===== config.mk =====
export PLATFORM = sky130hd
export DESIGN_NAME = fifo_nibble_tx
export DESIGN_NICKNAME = d
export VERILOG_FILES = /design/src/rtl/fifo_nibble_tx.sv
export SDC_FILE = /design/constraint.sdc
export NUM_CORES = 1
export LEC_CHECK = 0
export BUFFER_PORTS_ARGS = -buffer_cell sky130_fd_sc_hd__buf_2
export CAP_MARGIN = 5
export CORE_MARGIN = 4
export CORE_UTILIZATION = 30
export CTS_CLUSTER_SIZE = 8
export DETAILED_ROUTE_END_ITERATION = 8
export GPL_ROUTABILITY_DRIVEN = 0
export PLACE_DENSITY = 0.44
export SLEW_MARGIN = 20
export SYNTH_ARGS = -nofsm -noshare
export SYNTH_HDL_FRONTEND = slang
export SYNTH_SLANG_ARGS = --single-unit
export TNS_END_PERCENT = 50

===== constraint.sdc =====
create_clock -name clk -period 3.5 [get_ports clk]
set_input_delay 0.175 -clock clk [delete_from_list [all_inputs] [get_ports clk]]
set_output_delay 0.175 -clock clk [all_outputs]
set_load 0.02 [all_outputs]

===== src/rtl/fifo_nibble_tx.sv =====
// Purpose: pops words from the nibble FIFO and sends each as a UART-style frame (start, data LSB first, [parity], stop).
// Latency: tx_out falls the cycle after fifo_pop; back-to-back frames every (2+DATA_W[+1])*CLKS_PER_BIT cycles.
// Backpressure: pops only when tx_en=1 and fifo_empty=0; at most one pop per frame. Parity is enabled by FIFO_TX_PARITY_EN.
module fifo_nibble_tx #(
    parameter int DATA_W       = 4,
    parameter int CLKS_PER_BIT = 4,
    parameter int CNT_W        = 8
) (
    input  logic              clk,
    input  logic              reset,
    input  logic              tx_en,
    input  logic              fifo_empty,
    input  logic [DATA_W-1:0] fifo_data,
    output logic              fifo_pop,
    output logic              tx_out,
    output logic              busy,
    output logic              frame_done,
    output logic [CNT_W-1:0]  word_count
);

    localparam int               IDX_W     = (DATA_W > 1) ? $clog2(DATA_W) : 1;
    localparam logic [7:0]       LAST_TICK = 8'(CLKS_PER_BIT - 1);
    localparam logic [IDX_W-1:0] LAST_IDX  = IDX_W'(DATA_W - 1);

`ifdef FIFO_TX_PARITY_EN
    typedef enum logic [2:0] {IDLE, START, DATA, PARITY, STOP} state_t;
`else
    typedef enum logic [2:0] {IDLE, START, DATA, STOP} state_t;
`endif

    state_t            state;
    state_t            state_nxt;
    logic [7:0]        bit_timer;
    logic [IDX_W-1:0]  bit_idx;
    logic [DATA_W-1:0] shift_reg;
    logic              last_tick;
    logic              launch;
`ifdef FIFO_TX_PARITY_EN
    logic              parity_bit;
`endif

    assign last_tick = (bit_timer == LAST_TICK);
    // A frame may begin only when permitted, data is present and we are not being reset.
    assign launch    = tx_en & ~fifo_empty & ~reset;

    // Next-state and Mealy outputs; a launch in the last STOP cycle chains straight into START.
    always_comb begin
        state_nxt  = state;
        fifo_pop   = 1'b0;
        tx_out     = 1'b1;
        busy       = 1'b1;
        frame_done = 1'b0;
        case (state)
            IDLE: begin
                busy = 1'b0;
                if (launch) begin
                    fifo_pop  = 1'b1;
                    state_nxt = START;
                end
            end
            START: begin
                tx_out = 1'b0;
                if (last_tick) state_nxt = DATA;
            end
            DATA: begin
                tx_out = shift_reg[0];
                if (last_tick && (bit_idx == LAST_IDX)) begin
`ifdef FIFO_TX_PARITY_EN
                    state_nxt = PARITY;
`else
                    state_nxt = STOP;
`endif
                end
            end
`ifdef FIFO_TX_PARITY_EN
            PARITY: begin
                tx_out = parity_bit;
                if (last_tick) state_nxt = STOP;
            end
`endif
            STOP: begin
                if (last_tick) begin
                    frame_done = ~reset;
                    if (launch) begin
                        fifo_pop  = 1'b1;
                        state_nxt = START;
                    end else begin
                        state_nxt = IDLE;
                    end
                end
            end
            default: begin
                busy      = 1'b0;
                state_nxt = IDLE;
            end
        endcase
    end

    // State register; reset aborts any frame in flight.
    always_ff @(posedge clk) begin
        if (reset) state <= IDLE;
        else       state <= state_nxt;
    end

    // Bit timer: counts cycles within each serial bit, parked at zero while idle.
    always_ff @(posedge clk) begin
        if (reset || (state == IDLE) || last_tick) bit_timer <= 8'd0;
        else                                      bit_timer <= bit_timer + 8'd1;
    end

    // Shift register and bit index: load on pop, advance at the end of each data bit.
    always_ff @(posedge clk) begin
        if (reset) begin
            shift_reg <= '0;
            bit_idx   <= '0;
        end else if (fifo_pop) begin
            shift_reg <= fifo_data;
            bit_idx   <= '0;
        end else if ((state == DATA) && last_tick) begin
            shift_reg <= shift_reg >> 1;
            bit_idx   <= bit_idx + 1'b1;
        end
    end

`ifdef FIFO_TX_PARITY_EN
    // Even parity is taken from the word as loaded, since the shift register is consumed during DATA.
    always_ff @(posedge clk) begin
        if (reset)         parity_bit <= 1'b0;
        else if (fifo_pop) parity_bit <= ^fifo_data;
    end
`endif

    // Completed-frame counter, wrapping naturally.
    always_ff @(posedge clk) begin
        if (reset)           word_count <= '0;
        else if (frame_done) word_count <= word_count + CNT_W'(1);
    end

endmodule


## Word level (Yosys, flattened, before mapping)

Index checks and enable logic that the tools add are counted.
Widths: inputs -> output; s select.

- Bitwise logic cells: 4
- Muxes and demuxes: 15
- Reductions and logical operators: 9
- Equality and inequality tests: 9
- Add/subtract/negate cells: 3

Operators with widths:

| kind | count |
|---|---|
| $add 8x1->8 const B | 2 |
| $mux 3 | 4 |
| $pmux 3 s4 | 1 |
| $eq 8x2->1 const B | 1 |
| $mux 4 | 2 |
| $ne 2x2->1 const B | 4 |
| $eq 3x2->1 const B | 2 |
| $mux 1 | 6 |
| $pmux 1 s2 | 2 |
| $reduce_and 4->1 | 1 |
| $eq 3x1->1 const B | 1 |
| $logic_not 3->1 | 1 |
| $reduce_or 3->1 | 1 |
| $add 2x1->2 const B | 1 |
| $and 1x1->1 | 2 |
| $eq 2x2->1 const B | 1 |
| $logic_and 1x1->1 | 2 |
| $logic_or 1x1->1 | 2 |
| $not 1->1 | 2 |
| $reduce_bool 2->1 | 1 |
| $reduce_or 2->1 | 1 |

- Register bits after elaboration: 25
- Output and inout bits: 12
- Input port bits: 8
- Logic and storage cells: 45

## Depth between registers and ports, before layout

Gate-level depths: netlist (run 1).

- Depth after elaboration: 7
- Depth in mapped cells: 7

## Worst setup path before layout (run 1)

OpenSTA, ideal clock, no wires.

- Path type: register -> register
- From: register bit_timer[0]
- To: register state[0]
- Cell stages (with the launch flop): 7
- Arrival: 1855 ps
- Clock period less this slack: 1970 ps
- Setup slack: 1530 ps
- Cells stage by stage: dfxtp_1 > ha_1 > buf_2 > or3b_2 > o32a_1 > or4_1 > and3_1

- Longest elaborated chain between the ends: 4

RTL lines:

| item | RTL line | RTL |
|---|---|---|
| from (decl) | 33 | `logic [7:0] bit_timer;` |
| from (signal assigned) | 108 | `else bit_timer <= bit_timer + 8'd1;` |
| $eq 8x2->1 * | 42 | `assign last_tick = (bit_timer == LAST_TICK);` |
| $logic_and 1x1->1 | 67 | `if (last_tick && (bit_idx == LAST_IDX)) begin` |
| $ne 2x2->1 (no source line) | - |  |
| $reduce_and 4->1 (no source line) * | - |  |
| to (signal assigned) | 102 | `else state <= state_nxt;` |
| to (decl) | 31 | `state_t state;` |

Every way passes the cells marked *; elsewhere a longest branch is shown, timed or not.
A chain may end at the register's enable or synchronous reset.

## Final worst setup path (run 1)

- From: register bit_timer[1]
- To: output fifo_pop

- Longest elaborated chain between the ends: 3

RTL lines:

| item | RTL line | RTL |
|---|---|---|
| $eq 8x2->1 | 42 |  |
| $mux 1 | 82 | `if (last_tick) begin` |
| $pmux 1 s2 | 53 | `case (state)` |
| to (decl) | 14 | `output logic fifo_pop,` |

No other way between the ends.

==> metrics.md, run 1 <==
| Metric | Value |
|---|---|
| Status | finished clean |
| Die height | 71.3 um |
| Gr usage total | 10.5% |
| # setup viols final | 0 |
| Vias in the first global route | 955 |
| Comb power frac | 30.5% |
| Crit path capture type | primary output |
| Final min period | 2300 ps |
| Cts hold-fix bufs | 0 |
| Via density per instance | 4.94 |
| Post-Synthesis Cells | 131 |
| Max Slew Vio Count | 0 |
| Worst-margin pin slew | 431 ps |
| Detailed Route WL | 2.46 mm |
| PostCTS Resize Cnt | 0 |
| Nets@finish | 168 |
| Distinct cell type count after synthesis | 30 |
| DR WL/cell | 12.4 um |
| Clock power share | 23.8% |
| Pre-CTS setup slack | 1420 ps |
| Initial antenna violation count | 0 |
| Min-delay worst type | in -> reg |
| Seq pwr share | 45.7% |
| Setup CP Type | reg -> out |
| CP startpoint kind | flip-flop |
| Endpoints failing hold | 0 |
| P_sw | 222 uW |
| Crit Reg-Reg Startpoint | bit_timer[1] |
| Vias | 978 |
| Clock skew after layout | 8.11 ps |
| Synthesis-to-finish area growth | 15.3% |
| Hold EP | shift_reg[3] |
| Initial DRC count | 33 |
| Core area | 3770 um^2 |
| Num ports | 20 |
| RSZ-0062 raised after global routing | no |
| Final worst slack | 1200 ps |
| Rows | 22 |
| Share of layout cells above drive strength 1 | 20.0% |
| Fmax achieved | 434 MHz |
| Final Cycle Share | 65.8% |
| CTS tree | done |
| Int Power | 450 uW |
| Total gr overflow | 0 |
| First-pass GRT wire length | 4.26 mm |
| Clk_lat worst skew | 260 ps |
| Port-buffer cells | 19 |
| Sequential area share after synthesis | 40.0% |
| Arrival @ worst endpoint | 2130 ps |
| FF-to-FF path depth | 5 |
| Pleak | 0.000618 uW |
| HP Start | fifo_data[3] |
| Yosys warning count | 0 |
| H-tree depth | 1 |
| Power Dens Cells | 485 nW/um^2 |
| Final ANT Viol Nets | 0 |
| Full die area | 5090 um^2 |
| Post-CTS Setup Bufs | 0 |
| Worst-path fanout max | 7 |
| Largest net degree at the start of global routing | 17 |
| Fin Hold WS | 134 ps |
| FF-to-FF setup slack | 1420 ps |
| Clk slew on worst S/H paths | 80 ps |
| Router iterations before antenna repair | 4 |
| DRC viols | 0 |
| Mean Syn Cell Area | 9.18 um^2 |
| TNS Setup | 0 ps |
| Switch share | 33.0% |
| Chip Width | 71.3 um |
| Worst-case clock buffer depth | 2 |
| Initial core utilization | 31.9% |
| Antenna cell count | 0 |
| Max VDD drop | 0.251 mV |
| Total of max-cap violations | 0 |
| Seq cells post-synth | 24 |
| Crit path required time | 3320 ps |
| Hold Path Depth | 2 |
| Post-synth design cell area | 1200 um^2 |
| Slew Limit Headroom | 71.1% |
| CTS Buf Count | 3 |
| Root buf cell | clkbuf_8 |
| Hpwl dp | 1.92 mm |
| Synth Net Count | 147 |
| CTS Sinks | 24 |
| Worst r2r dst | state[0] |
-- layout by cell type (no fill, tap or decap), types with 2 or more instances in the layout --
cell      Yosys  routed
dfxtp_1      24      24
nand2_1       6       6
or4_1         2       2
o41ai_1       3       3
nor3_1        2       2
a21oi_1       7       7
o21ai_0       4       4
or3b_2        3       3
nor2_1       17      17
clkbuf_8      0       3
xor2_1        9       9
nand3_1       8       8
inv_1         8       8
mux2i_1       5       5
and3_1        5       5
nand4_1       3       3
xnor2_1       3       3
ha_1          8       8
buf_2         1      19
-- cell type report --
| cell class | instances | area, um^2 |
|---|---|---|
| Fill cell | 385 | 2380 |
| Sequential cell | 24 | 480 |
| Multi-Input combinational cell | 96 | 679 |
| Inverter | 8 | 30.0 |
| Tap cell | 48 | 60.1 |
| Timing Repair Buffer | 19 | 95.1 |
| Clock buffer | 3 | 41.3 |
-- power groups by stage --
stage | Sequential, uW | Combinational (uW) | Clock [uW]
global placement | 313 | 203 | 0
finish | 307 | 205 | 160
detailed placement | 314 | 205 | 0
CTS | 307 | 207 | 167
global route | 309 | 231 | 176
floorplan | 310 | 150 | 0
-- metal layers --
metal	up-vias	wire [um]	track usage, %
li1	498	-	-
met1	459	1150	12.4
met2	17	1170	17.7
met3	4	110	4.07
met4	0	32	3.13
met5	-	0	0
-- worst max-delay path: stages, from the launching register on --
cell	delay, ps
dfxtp_1	340
ha_1	280
and4bb_1	340
a21oi_1	160
or3_4	440
inv_1	110
buf_2	170
-- Yosys cell counts --
cell,count,area (um^2)
a21oi_1,7,35.0
a22o_1,1,8.76
and3_1,5,31.3
and3_2,1,7.51
and3b_1,1,8.76
and4bb_1,1,12.5
buf_2,1,5.00
clkbuf_1,2,7.51
dfxtp_1,24,480
ha_1,8,100
inv_1,8,30.0
mux2_2,1,11.3
mux2i_1,5,50.1
nand2_1,6,22.5
nand3_1,8,40.0
nand4_1,3,18.8
nor2_1,17,63.8
nor3_1,2,10.0
nor4_1,1,6.26
nor4_4,1,21.3
o21ai_0,4,20.0
o32a_1,1,10.0
o41ai_1,3,26.3
or3_1,1,6.26
or3_4,1,11.3
or3b_2,3,26.3
or4_1,2,15.0
or4_4,1,11.3
xnor2_1,3,26.3
xor2_1,9,78.8
-- worst max-delay path by stage --
stage	slack [ps]	endpoint	depth (start not counted)	from
floorplan	1530	state[0]	6	bit_timer[0]
global placement	1450	state[0]	5	bit_timer[0]
detailed placement	1420	state[0]	5	bit_timer[0]
CTS	1170	fifo_pop	6	bit_timer[0]
global route	1040	fifo_pop	6	bit_timer[0]
finish	1200	fifo_pop	6	bit_timer[1]
-- cell families (layout without fill, tap and decap cells) --
| family | after synthesis | in the layout | share of synthesized area (%) |
|---|---|---|---|
| and+or+nand+nor | 54 | 54 | 26.0 |
| DFF | 24 | 24 | 40.0 |
| xor gates and xnor gates | 12 | 12 | 8.74 |
| buffers and inverters | 11 | 30 | 3.54 |
| muxes | 6 | 6 | 5.10 |
| adders and majority gates | 8 | 8 | 8.32 |
| AOI/OAI and AO/OA | 16 | 16 | 8.32 |
-- through the flow --
step	std cells	utilization [%]	total power, uW	cell area, um^2
floorplan	131	-	460	1200
global placement	195	35.7	517	1350
detailed placement	195	35.7	519	1350
CTS	198	36.8	680	1390
global route	198	36.8	716	1390
finish	198	36.8	672	1390
No activity file was read; power rests on OpenSTA's default activity.
==> run 2, diff against run 1 <==
--- a/config.mk
+++ b/config.mk
@@ -12,7 +12,7 @@
 export CTS_CLUSTER_SIZE = 8
 export DETAILED_ROUTE_END_ITERATION = 8
 export GPL_ROUTABILITY_DRIVEN = 0
-export PLACE_DENSITY = 0.44
+export PLACE_DENSITY = 0.46
 export SLEW_MARGIN = 20
 export SYNTH_ARGS = -nofsm -noshare
 export SYNTH_HDL_FRONTEND = slang
==> constraint.sdc (replaced) <==
create_clock -name clk -period 2 [get_ports clk]
set_input_delay 0.1 -clock clk [delete_from_list [all_inputs] [get_ports clk]]
set_output_delay 0.1 -clock clk [all_outputs]
set_load 0.02 [all_outputs]
==> metrics.md, run 2 (same netlist as run 1, synthesis figures left out) <==
| Metric | Value |
|---|---|
| Crit path from | bit_timer[1] |
| Power Dens Cells | 826 nW/um^2 (+70%) |
| Design Area, Final | 1540 um^2 (+11%) |
| CP startpoint kind | flip-flop |
| Port-buffer cells | 19 (unchanged) |
| Area after DPL | 1420 um^2 (+5.6%) |
| Vias in the first global route | 981 (+2.7%) |
| Slew Limit Headroom | 78.1% (+7.0 points) |
| Max Slew Vio Count | 0 (unchanged) |
| HP Start | fifo_data[3] |
| Clock skew after layout | 2.93 ps (-5.19 ps) |
| CTS Buf Count | 3 (unchanged) |
| Largest net degree at the start of global routing | 16 (-1) |
| DR WL/cell | 12.4 um (-0.24%) |
| RSZ-0062 raised after global routing | no |
| H-tree depth | 1 (unchanged) |
| Total of max-cap violations | 0 (unchanged) |
| Vias | 1014 (+3.7%) |
| Setup CP Type | reg -> out |
| Hpwl dp | 2.01 mm (+4.5%) |
| Rows | 22 (unchanged) |
| Cts hold-fix bufs | 0 (unchanged) |
| Router iterations before antenna repair | 4 (unchanged) |
| Core area | 3770 um^2 (unchanged) |
| # setup viols final | 0 (unchanged) |
| Crit path required time | 1900 ps (-1420 ps) |
| Initial core utilization | 31.9% (unchanged) |
| Fmax achieved | 516 MHz |
| Clk slew on worst S/H paths | 80 ps (about the same) |
| Final Cycle Share | 96.8% |
| Fin Hold WS | 61.0 ps (-72.8 ps) |
| Status | finished clean |
| Commonest non-fill, non-tap cell in the layout | dfxtp_1 |
| Gr usage total | 10.4% (-0.087 points) |
| Arrival @ worst endpoint | 1840 ps (-290 ps) |
| Full die area | 5090 um^2 (unchanged) |
| Root buf cell | clkbuf_8 |
| Worst-path fanout max | 6 (-1) |
| Nets@finish | 181 (+7.7%) |
| CTS tree | done |
| Min-delay worst type | in -> reg |
| Max VDD drop | 0.396 mV (+58%) |
| Die height | 71.3 um (unchanged) |
| Endpoints failing hold | 0 (unchanged) |
| TNS Setup | 0 ps (unchanged) |
| Synthesis-to-finish area growth | 28.0% |
| Pleak | 0.000686 uW (+11%) |
| Antenna cell count | 0 (unchanged) |
| Share of layout cells above drive strength 1 | 31.7% (+12 points) |
| DRC viols | 0 (unchanged) |
| Final min period | 1940 ps |
| First-pass GRT wire length | 4.29 mm (+0.80%) |
| Initial DRC count | 46 (+39%) |
| Filler Cell Count | 374 (-2.9%) |
| Via density per instance | 4.78 (-3.2%) |
| Initial antenna violation count | 0 (unchanged) |
| Worst-case clock buffer depth | 2 (unchanged) |
| Num ports | 20 (unchanged) |
| CTS Sinks | 24 (unchanged) |
| Clk_lat worst skew | 270 ps (about the same) |
| Most frequent cells in the layout | dfxtp_1, buf_2, nor2_1 |
| Detailed Route WL | 2.63 mm (+6.8%) |
| Crit Reg-Reg Startpoint | bit_timer[1] |
| Total gr overflow | 0 (unchanged) |
| Crit path capture type | primary output |
| Final ANT Viol Nets | 0 (unchanged) |
| Worst-margin pin slew | 325 ps (-105 ps) |
| Chip Width | 71.3 um (unchanged) |
[run 2: metrics by stage]
step	worst slack, ps	utilization, %	power [uW]	std cells
floorplan	29.5	-	804	131
global placement	102	37.7	907	205
global route	1.55	40.8	1360	212
CTS	14.8	39.3	1260	209
detailed placement	60.5	37.7	911	205
finish	63.6	40.8	1270	212
[run 2: per-layer routing]
metal / vias to the layer above / global-route usage [%] / part of all wire [%]
met5: - / 0 / 0
li1: 526 / - / -
met4: 0 / 3.13 / 1.1
met3: 4 / 3.09 / 4.9
met1: 465 / 12.7 / 46
met2: 19 / 17.7 / 48
[run 2: cell type report]
class / instances / area, um^2 / share of cell area (%)
Multi-Input combinational cell: 96 / 708 / 46.0
Tap cell: 48 / 60.1 / 3.90
Inverter: 8 / 32.5 / 2.11
Clock buffer: 4 / 55.1 / 3.58
Timing Repair Buffer: 32 / 199 / 12.9
Sequential cell: 24 / 484 / 31.5
[run 2: path summary, 6_finish.rpt]
kind | to | slack, ps | cells after the start
worst min-delay path | shift_reg[3] | 60 | 2
worst max-delay path | fifo_pop | 60 | 7
worst max register to register | shift_reg[3] | 120 | 7
worst min register to register | bit_timer[0] | 450 | 1
[run 2: critical path, stage by stage (launching register included)]
cell      delay [ps]
dfxtp_1          370
ha_4             140
buf_6            110
and4bb_2         270
a21oi_4           80
or3_4            400
inv_4             70
buf_4            130
[run 2: repair_timing]
item,in CTS,in global routing
setup buffers,0,3
resized for setup,4,10
pin swaps,1,5
endpoints found under the hold margin,0,0
setup endpoints to repair,1,2
[run 2: report_power, final]
| group | internal (uW) | leakage, uW | total [uW] | switching [uW] |
|---|---|---|---|---|
| logic | 169 | 0.000462 | 396 | 227 |
| registers | 518 | 0.000195 | 547 | 29.1 |
| clock network | 176 | 0.0000288 | 328 | 153 |
